[src/rtl/mux_rr_arbiter.sv]
// mux_rr_arbiter: round-robin arbiter driving the select of an 8:1 bit mux, with a registered out/valid.
// Optional ARB_HOLD_LIMIT_EN: preempt an owner after MAX_HOLD granted cycles while others are waiting.
module mux_rr_arbiter #(
    parameter int MAX_HOLD = 4,
    parameter int HOLD_W   = 4
) (
    input  logic       clk,
    input  logic       rst,
    input  logic [7:0] req,
    input  logic [7:0] in,
    output logic [7:0] gnt,
    output logic [2:0] sel,
    output logic       out,
    output logic       valid
);

    typedef enum logic {IDLE = 1'b0, GRANT = 1'b1} state_t;

    state_t     state, state_nxt;
    logic [2:0] ptr, ptr_nxt, sel_nxt, winner;
    logic [7:0] gnt_nxt;
    logic       take_new;

    if (MAX_HOLD < 1 || MAX_HOLD > 15 || (2 ** HOLD_W) <= MAX_HOLD) begin : g_bad_params
        $error("mux_rr_arbiter: MAX_HOLD must be 1..15 and fit in HOLD_W bits");
    end

`ifdef ARB_HOLD_LIMIT_EN
    logic [HOLD_W-1:0] hold_cnt, hold_nxt, hold_inc;
    logic [7:0]        others;
    logic              limit_hit;
`endif

    // First requester at or after p, wrapping 7->0; rotate so p lands on bit 0, then encode.
    function automatic logic [2:0] rr_pick(input logic [7:0] r, input logic [2:0] p);
        logic [15:0] dbl;
        logic [7:0]  rot;
        logic [2:0]  idx;
        dbl = {r, r} >> p;
        rot = dbl[7:0];
        idx = '0;
        for (int i = 7; i >= 0; i--) begin
            if (rot[i]) idx = 3'(i);
        end
        return idx + p;
    endfunction

    always_comb begin
        // NOTE: every signal driven here gets a default first, so no path can infer a latch.
        state_nxt = state;
        ptr_nxt   = ptr;
        gnt_nxt   = gnt;
        sel_nxt   = sel;
        take_new  = 1'b0;
        winner    = rr_pick(req, ptr);
`ifdef ARB_HOLD_LIMIT_EN
        others    = req & ~gnt;
        hold_nxt  = hold_cnt;
        hold_inc  = (hold_cnt == HOLD_W'(MAX_HOLD)) ? hold_cnt : hold_cnt + HOLD_W'(1);
        limit_hit = (hold_inc == HOLD_W'(MAX_HOLD));
`endif
        case (state)
            IDLE: begin
                if (|req) take_new = 1'b1;
            end
            GRANT: begin
                if (!req[sel]) begin
                    if (|req) begin
                        take_new = 1'b1;
                    end else begin
                        state_nxt = IDLE;
                        gnt_nxt   = '0;
                    end
                end
`ifdef ARB_HOLD_LIMIT_EN
                // ptr already sits past the owner, so the owner is searched last.
                else if (limit_hit && |others) begin
                    take_new = 1'b1;
                end else begin
                    hold_nxt = hold_inc;
                end
`endif
            end
            default: state_nxt = IDLE;
        endcase

        if (take_new) begin
            state_nxt = GRANT;
            sel_nxt   = winner;
            gnt_nxt   = 8'b1 << winner;
            ptr_nxt   = winner + 3'd1;
`ifdef ARB_HOLD_LIMIT_EN
            hold_nxt  = '0;
`endif
        end
    end

    // NOTE: registers use non-blocking assignments so every update sees pre-edge values.
    always_ff @(posedge clk or posedge rst) begin
        if (rst) begin
            state <= IDLE;
            ptr   <= '0;
            gnt   <= '0;
            sel   <= '0;
            out   <= 1'b0;
            valid <= 1'b0;
        end else begin
            state <= state_nxt;
            ptr   <= ptr_nxt;
            gnt   <= gnt_nxt;
            sel   <= sel_nxt;
            out   <= (state == GRANT) ? in[sel] : 1'b0;
            valid <= (state == GRANT);
        end
    end

`ifdef ARB_HOLD_LIMIT_EN
    always_ff @(posedge clk or posedge rst) begin
        if (rst) hold_cnt <= '0;
        else     hold_cnt <= hold_nxt;
    end
`endif

endmodule

[config.mk]
export PLATFORM = sky130hd
export DESIGN_NAME = mux_rr_arbiter
export DESIGN_NICKNAME = d
export VERILOG_FILES = /design/src/rtl/mux_rr_arbiter.sv
export SDC_FILE = /design/constraint.sdc
export NUM_CORES = 1
export LEC_CHECK = 0
export ABC_CLOCK_PERIOD_IN_PS = 4200
export CAP_MARGIN = 20
export CORE_MARGIN = 1
export CORE_UTILIZATION = 40
export CTS_CLUSTER_DIAMETER = 80
export DETAILED_ROUTE_END_ITERATION = 6
export PLACE_DENSITY = 0.66
export SLEW_MARGIN = 20
export SYNTH_ARGS = -nofsm -noshare
export SYNTH_HDL_FRONTEND = slang
export SYNTH_SLANG_ARGS = --single-unit
export TNS_END_PERCENT = 20
[constraint.sdc]
create_clock -name clk -period 4.2 [get_ports clk]
set_clock_uncertainty 0.15 [all_clocks]
set_input_delay 0.84 -clock clk [delete_from_list [all_inputs] [get_ports clk]]
set_output_delay 0.84 -clock clk [all_outputs]
set_load 0.005 [all_outputs]
# --- After elaboration in Yosys (flattened, before gate mapping) ---
# Index checks and enable logic that the tools add are counted.
# W data, S select, Z words.
word_totals:
  elab_cells: 40
  ff_bits: 17
  inputBits: 18
op_classes:
  eq_ne: 2
  magnitude_cmp: 1
  n_addsub: 2
  muxes: 23
  reduce_logical: 3
  n_shift: 2
  bitwise_logic: 1
ops:
  columns: ["op", "count"]
  rows:
  - ["$mux W8", 4]
  - ["$mux W3", 8]
  - ["$shr A16 B3 Y8", 1]
  - ["$mux W1", 8]
  - ["$reduce_or A8 Y1", 1]
  - ["$shl A1 B3 Y8 const A", 1]
  - ["$bmux W1 S3", 2]
  - ["$lt A3 B4 Y1 const B", 1]
  - ["$ne A2 B2 Y1 const B", 2]
  - ["$add A3 B1 Y3 const B", 1]
  - ["$add A3 B3 Y3", 1]
  - ["$reduce_and A3 Y1", 1]
  - ["$pmux W1 S2", 1]
  - ["$reduce_bool A2 Y1", 1]
  - ["$not A1 Y1", 1]

# --- Depth between registers and ports, before layout ---
depth:
  ltp_word: 12
  depth_mapped: 15
  depth_no_buf: 13

# --- Worst setup path before layout ---
# OpenSTA, ideal clock, no wires.
synth_timing:
  path_type: "input to register"
  from: "input port req[6]"
  to: "register ptr[2]"
  cell_stages: 14
  setup_ps: 129
  setup_slack_ps: 492
  n_path_buf: 1
  arrival_time_ps: 3430
  required_ps: 3921
  cell_sequence: "buf_2 mux4_2 a21o_1 a211oi_1 o21a_1 o221a_2 ha_1 inv_1 fa_1 inv_1 ha_1 ha_1 nand2_1 o21ai_0"
synth_via:
  elab_chain_cells: 11
synth_lines:
  columns: ["item", "line", "text"]
  rows:
  - ["start: declaration", "9", "input logic [7:0] req,"]
  - ["$shr A16 B3 Y8 *", "39", "dbl = {r, r} >> p;"]
  - ["$mux W3 (7 in a row)", "43", "if (rot[i]) idx = 3'(i);"]
  - ["$mux W3 *", "43", null]
  - ["$add A3 B3 Y3 *", "45", "return idx + p;"]
  - ["net winner[1]", "20", "logic [2:0] ptr, ptr_nxt, sel_nxt, winner;"]
  - ["$add A3 B1 Y3 *", "91", "ptr_nxt = winner + 3'd1;"]
  - ["end signal: assignment", "109", "ptr <= ptr_nxt;"]
  - ["end: declaration", "20", null]
# Mark *: on every way through the listed nets, which the timed path passes. The rest lies on a longest branch. The select of a mux whose other input is x is not followed.
# A chain may end at the register's enable or synchronous reset.

# --- Worst setup path after layout ---
layout_timing:
  from: "input port req[1]"
  to: "register ptr[2]"
# The elaborated chain is that of the path after synthesis.

==> out/qor.txt <==
Initial antenna violation count = 0
Most used flip-flop cell after synthesis = sky130_fd_sc_hd__dfrtp_1
Gate Count Post-Synth = 124
Type of element launching the critical path = input port
Worst R2R Path Depth = 13
FF-to-FF Start = ptr[0]$_DFFE_PP0P_
Via count of the first global-routing pass = 1,208
Final Util = 0.575
Clock-pin slew of the registers on the worst-case setup and hold paths = 90 ps
Lkg Pwr = 0.745 nW
Maximum number of pins on one net before global-route repair = 18
Number of detailed-route iterations in the first pass = 4
Die ar. = 3680 µm²
Sequential cell area fraction in the yosys report = 0.309
Post-synthesis instance area = 1380 µm²
Final estimated routing congestion in global placement = 0.791
Nature of the critical path endpoint = flip-flop
Layout overhead on the synthesized area = 31.8%
Worst endpoint required time = 4210 ps
Slew at the pin with the worst max-slew slack = 623 ps
Number of gates resized after cts = 0
Min-Delay Path Depth = 0
DR DRC count = 0
Worst relative slew slack = 0.584
Number of synthesized register bits = 17
Count of endpoints failing setup in the final report = 0
Start-to-end type of the worst setup path = input port to flip-flop
Worst reg-to-reg setup slack = 640 ps
Final hold violation count = 0
Number of nets in the final layout = 191
Result of the run = finished, final reports clean
Fraction of the cycle the final worst path needs = 0.944
Avg Cell Area, Syn = 11.1 µm²
Number of enable-type register cells in the synthesized netlist = 0
Arrival time at the worst endpoint = 3980 ps
Number of buffer cells added on primary ports = 30
Routed wirelength normalized by instance count = 14.8 µm
Highest achievable clock rate = 252 MHz
Met2 Resource Use GR = 0.339
Starting Density = 0.436
Number of nets in the synthesized netlist = 149
Highest-utilization routing layer at the global route stage = met2
Half-perimeter wire length after detailed placement = 2.52 mm
Number of buffers inserted for hold repair after clock tree synthesis = 0
Number of nets with antenna violations after detailed routing = 0
Floorplan die width = 60.6 µm
Met1 GRT Util = 0.232
Max clock buf depth = 2
Num CTS Buffers = 3
Reg2Reg Capture Point = ptr[2]$_DFFE_PP0P_
Skew-Pair Late Insertion Delay = 280 ps
# clock sinks = 17
Filler cell count = 300
TritonCTS clock tree = built
Share of layout cells above drive strength 1 = 0.255
Number of violations of the max-capacitance limit = 0
Starting DRC count in detailed routing = 24
GRT Resource Usage Total = 0.191
Overall overflow remaining after global route = 0
Setup repair after global routing missed its margin = no
Number of ports placed on the die boundary = 31
Number of antenna diodes = 0
Synth cell types = 40
Buffers inserted during post-CTS setup optimization = 0
Total length of routed wires = 3.10 mm
Crit path time final = 3970 ps
H-tree level count = 1
First-pass GRT wire length = 5.18 mm
Met3 usage = 0.0235
Sink of the worst hold path = valid$_DFF_PP0_
Number of cells in the design after placement = 205
Routed vias = 1,148
Area of the placeable core = 3150 µm²
Max VDD drop = 344 µV
Count of non-filler cells in the finished layout = 209
Total power draw = 1.45 mW
Via-per-instance ratio = 5.49
Clock tree root buffer cell = sky130_fd_sc_hd__clkbuf_4
HP Class = flip-flop to flip-flop
Proportion of synthesized flip-flops having asynchronous set or reset = 1.00
Number of cell rows = 20
Die Y-Extent = 60.6 µm
Warning count from the yosys run = 0
Startpoint of the most critical hold path = state$_DFF_PP0_
Number of slew-limit violations in the final report = 0
Cell area power density = 801 nW/µm²
Critical Path Fanout Max = 8
## placed cells by master (no fill, tap or decap), types with 2 or more instances in the layout
| cell | n |
|---|---|
| sky130_fd_sc_hd__nand2b_1 | 2 |
| sky130_fd_sc_hd__buf_4 | 14 |
| sky130_fd_sc_hd__clkdlybuf4s50_1 | 30 |
| sky130_fd_sc_hd__o21ai_0 | 6 |
| sky130_fd_sc_hd__a211oi_1 | 2 |
| sky130_fd_sc_hd__nor2_1 | 9 |
| sky130_fd_sc_hd__a32o_1 | 3 |
| sky130_fd_sc_hd__nand2_1 | 13 |
| sky130_fd_sc_hd__nor4_1 | 2 |
| sky130_fd_sc_hd__mux2_2 | 4 |
| sky130_fd_sc_hd__clkbuf_4 | 3 |
| sky130_fd_sc_hd__mux4_2 | 12 |
| sky130_fd_sc_hd__nor2b_1 | 4 |
| sky130_fd_sc_hd__mux2i_1 | 3 |
| sky130_fd_sc_hd__dfrtp_1 | 17 |
| sky130_fd_sc_hd__ha_1 | 6 |
| sky130_fd_sc_hd__a21oi_1 | 5 |
| sky130_fd_sc_hd__inv_1 | 7 |
## synthesized netlist by cell type (3+ instances only)
| cell | count | area [µm²] |
|---|---|---|
| sky130_fd_sc_hd__a21oi_1 | 5 | 25.0 |
| sky130_fd_sc_hd__a32o_1 | 3 | 30.0 |
| sky130_fd_sc_hd__buf_2 | 4 | 20.0 |
| sky130_fd_sc_hd__dfrtp_1 | 17 | 425 |
| sky130_fd_sc_hd__ha_1 | 6 | 75.1 |
| sky130_fd_sc_hd__inv_1 | 7 | 26.3 |
| sky130_fd_sc_hd__mux2_2 | 4 | 45.0 |
| sky130_fd_sc_hd__mux2i_1 | 3 | 30.0 |
| sky130_fd_sc_hd__mux4_2 | 12 | 270 |
| sky130_fd_sc_hd__nand2_1 | 13 | 48.8 |
| sky130_fd_sc_hd__nor2_1 | 9 | 33.8 |
| sky130_fd_sc_hd__nor2b_1 | 4 | 25.0 |
| sky130_fd_sc_hd__o21ai_0 | 6 | 30.0 |
## cells by family (layout without fill, tap and decap cells)
family,after synthesis,in the layout,share of synthesized area
AO/OA/AOI/OAI,29,29,0.156
multiplexers,20,20,0.259
AND/OR/NAND/NOR,35,35,0.123
XOR/XNOR,1,1,0.0200
buffers and inverters,14,55,0.0555
flip-flops,17,17,0.309
adder cells (fa/ha/maj),8,8,0.0773
## metal layers
metal,share of wire,routed length [µm],vias to the layer above
met5,0,0,-
met2,0.50,1560,37
met1,0.43,1340,553
met4,0.019,58,0
li1,-,-,552
met3,0.044,136,6
## how the worst max path moves through the flow
stage	to	startpoint	depth (start not counted)	slack, ps
floorplan	ptr[2]$_DFFE_PP0P_	req[6]	14	490
global placement	ptr[2]$_DFFE_PP0P_	req[1]	14	70
detailed placement	ptr[2]$_DFFE_PP0P_	req[1]	14	-100
CTS	ptr[2]$_DFFE_PP0P_	req[1]	14	210
global route	ptr[2]$_DFFE_PP0P_	req[1]	14	110
finish	ptr[2]$_DFFE_PP0P_	req[1]	14	230
## report_power, final
part | total, mW | switching (mW) | leakage (nW) | internal, mW
clock network | 0.0841 | 0.0488 | 0.0177 | 0.0353
logic | 1.06 | 0.494 | 0.521 | 0.563
registers | 0.311 | 0.0844 | 0.206 | 0.227
## per-stage QoR
stage | setup slack (ps) | hold slack [ps] | instance area (µm²) | setup TNS [ps]
after floorplan | 492 | 237 | 1380 | 0
after global placement | 65.5 | 255 | 1790 | 0
after detailed placement | -97.7 | 265 | 1790 | -141
after CTS | 213 | 293 | 1810 | 0
after global routing | 108 | 310 | 1810 | 0
final | 234 | 294 | 1810 | 0
## state kept, by name (all words and copies together) (netlist names)
name and count:
valid 1, gnt 8, sel 3, ptr 3
out 1, state 1
## worst max-delay path, cell delays in order
cell,delay [ps]
sky130_fd_sc_hd__clkdlybuf4s50_1,530
sky130_fd_sc_hd__mux4_2,520
sky130_fd_sc_hd__a21o_1,190
sky130_fd_sc_hd__a211oi_1,200
sky130_fd_sc_hd__o21a_1,150
sky130_fd_sc_hd__o221a_2,180
sky130_fd_sc_hd__ha_1,140
sky130_fd_sc_hd__inv_1,50
sky130_fd_sc_hd__fa_1,500
sky130_fd_sc_hd__inv_1,70
sky130_fd_sc_hd__ha_1,200
sky130_fd_sc_hd__ha_1,270
sky130_fd_sc_hd__nand2_1,50
sky130_fd_sc_hd__o21ai_0,70
## layout make-up
| cell class | instances | area [µm²] | share of cell area |
|---|---|---|---|
| Clock buffer | 3 | 22.5 | 0.0124 |
| Clock inverter | 1 | 5.00 | 0.00276 |
| Inverter | 7 | 26.3 | 0.0145 |
| Multi-Input combinational cell | 93 | 873 | 0.482 |
| Sequential cell | 17 | 425 | 0.235 |
| Tap cell | 44 | 55.1 | 0.0304 |
| Timing Repair Buffer | 44 | 405 | 0.224 |
Power figures use the tool's default switching activity.
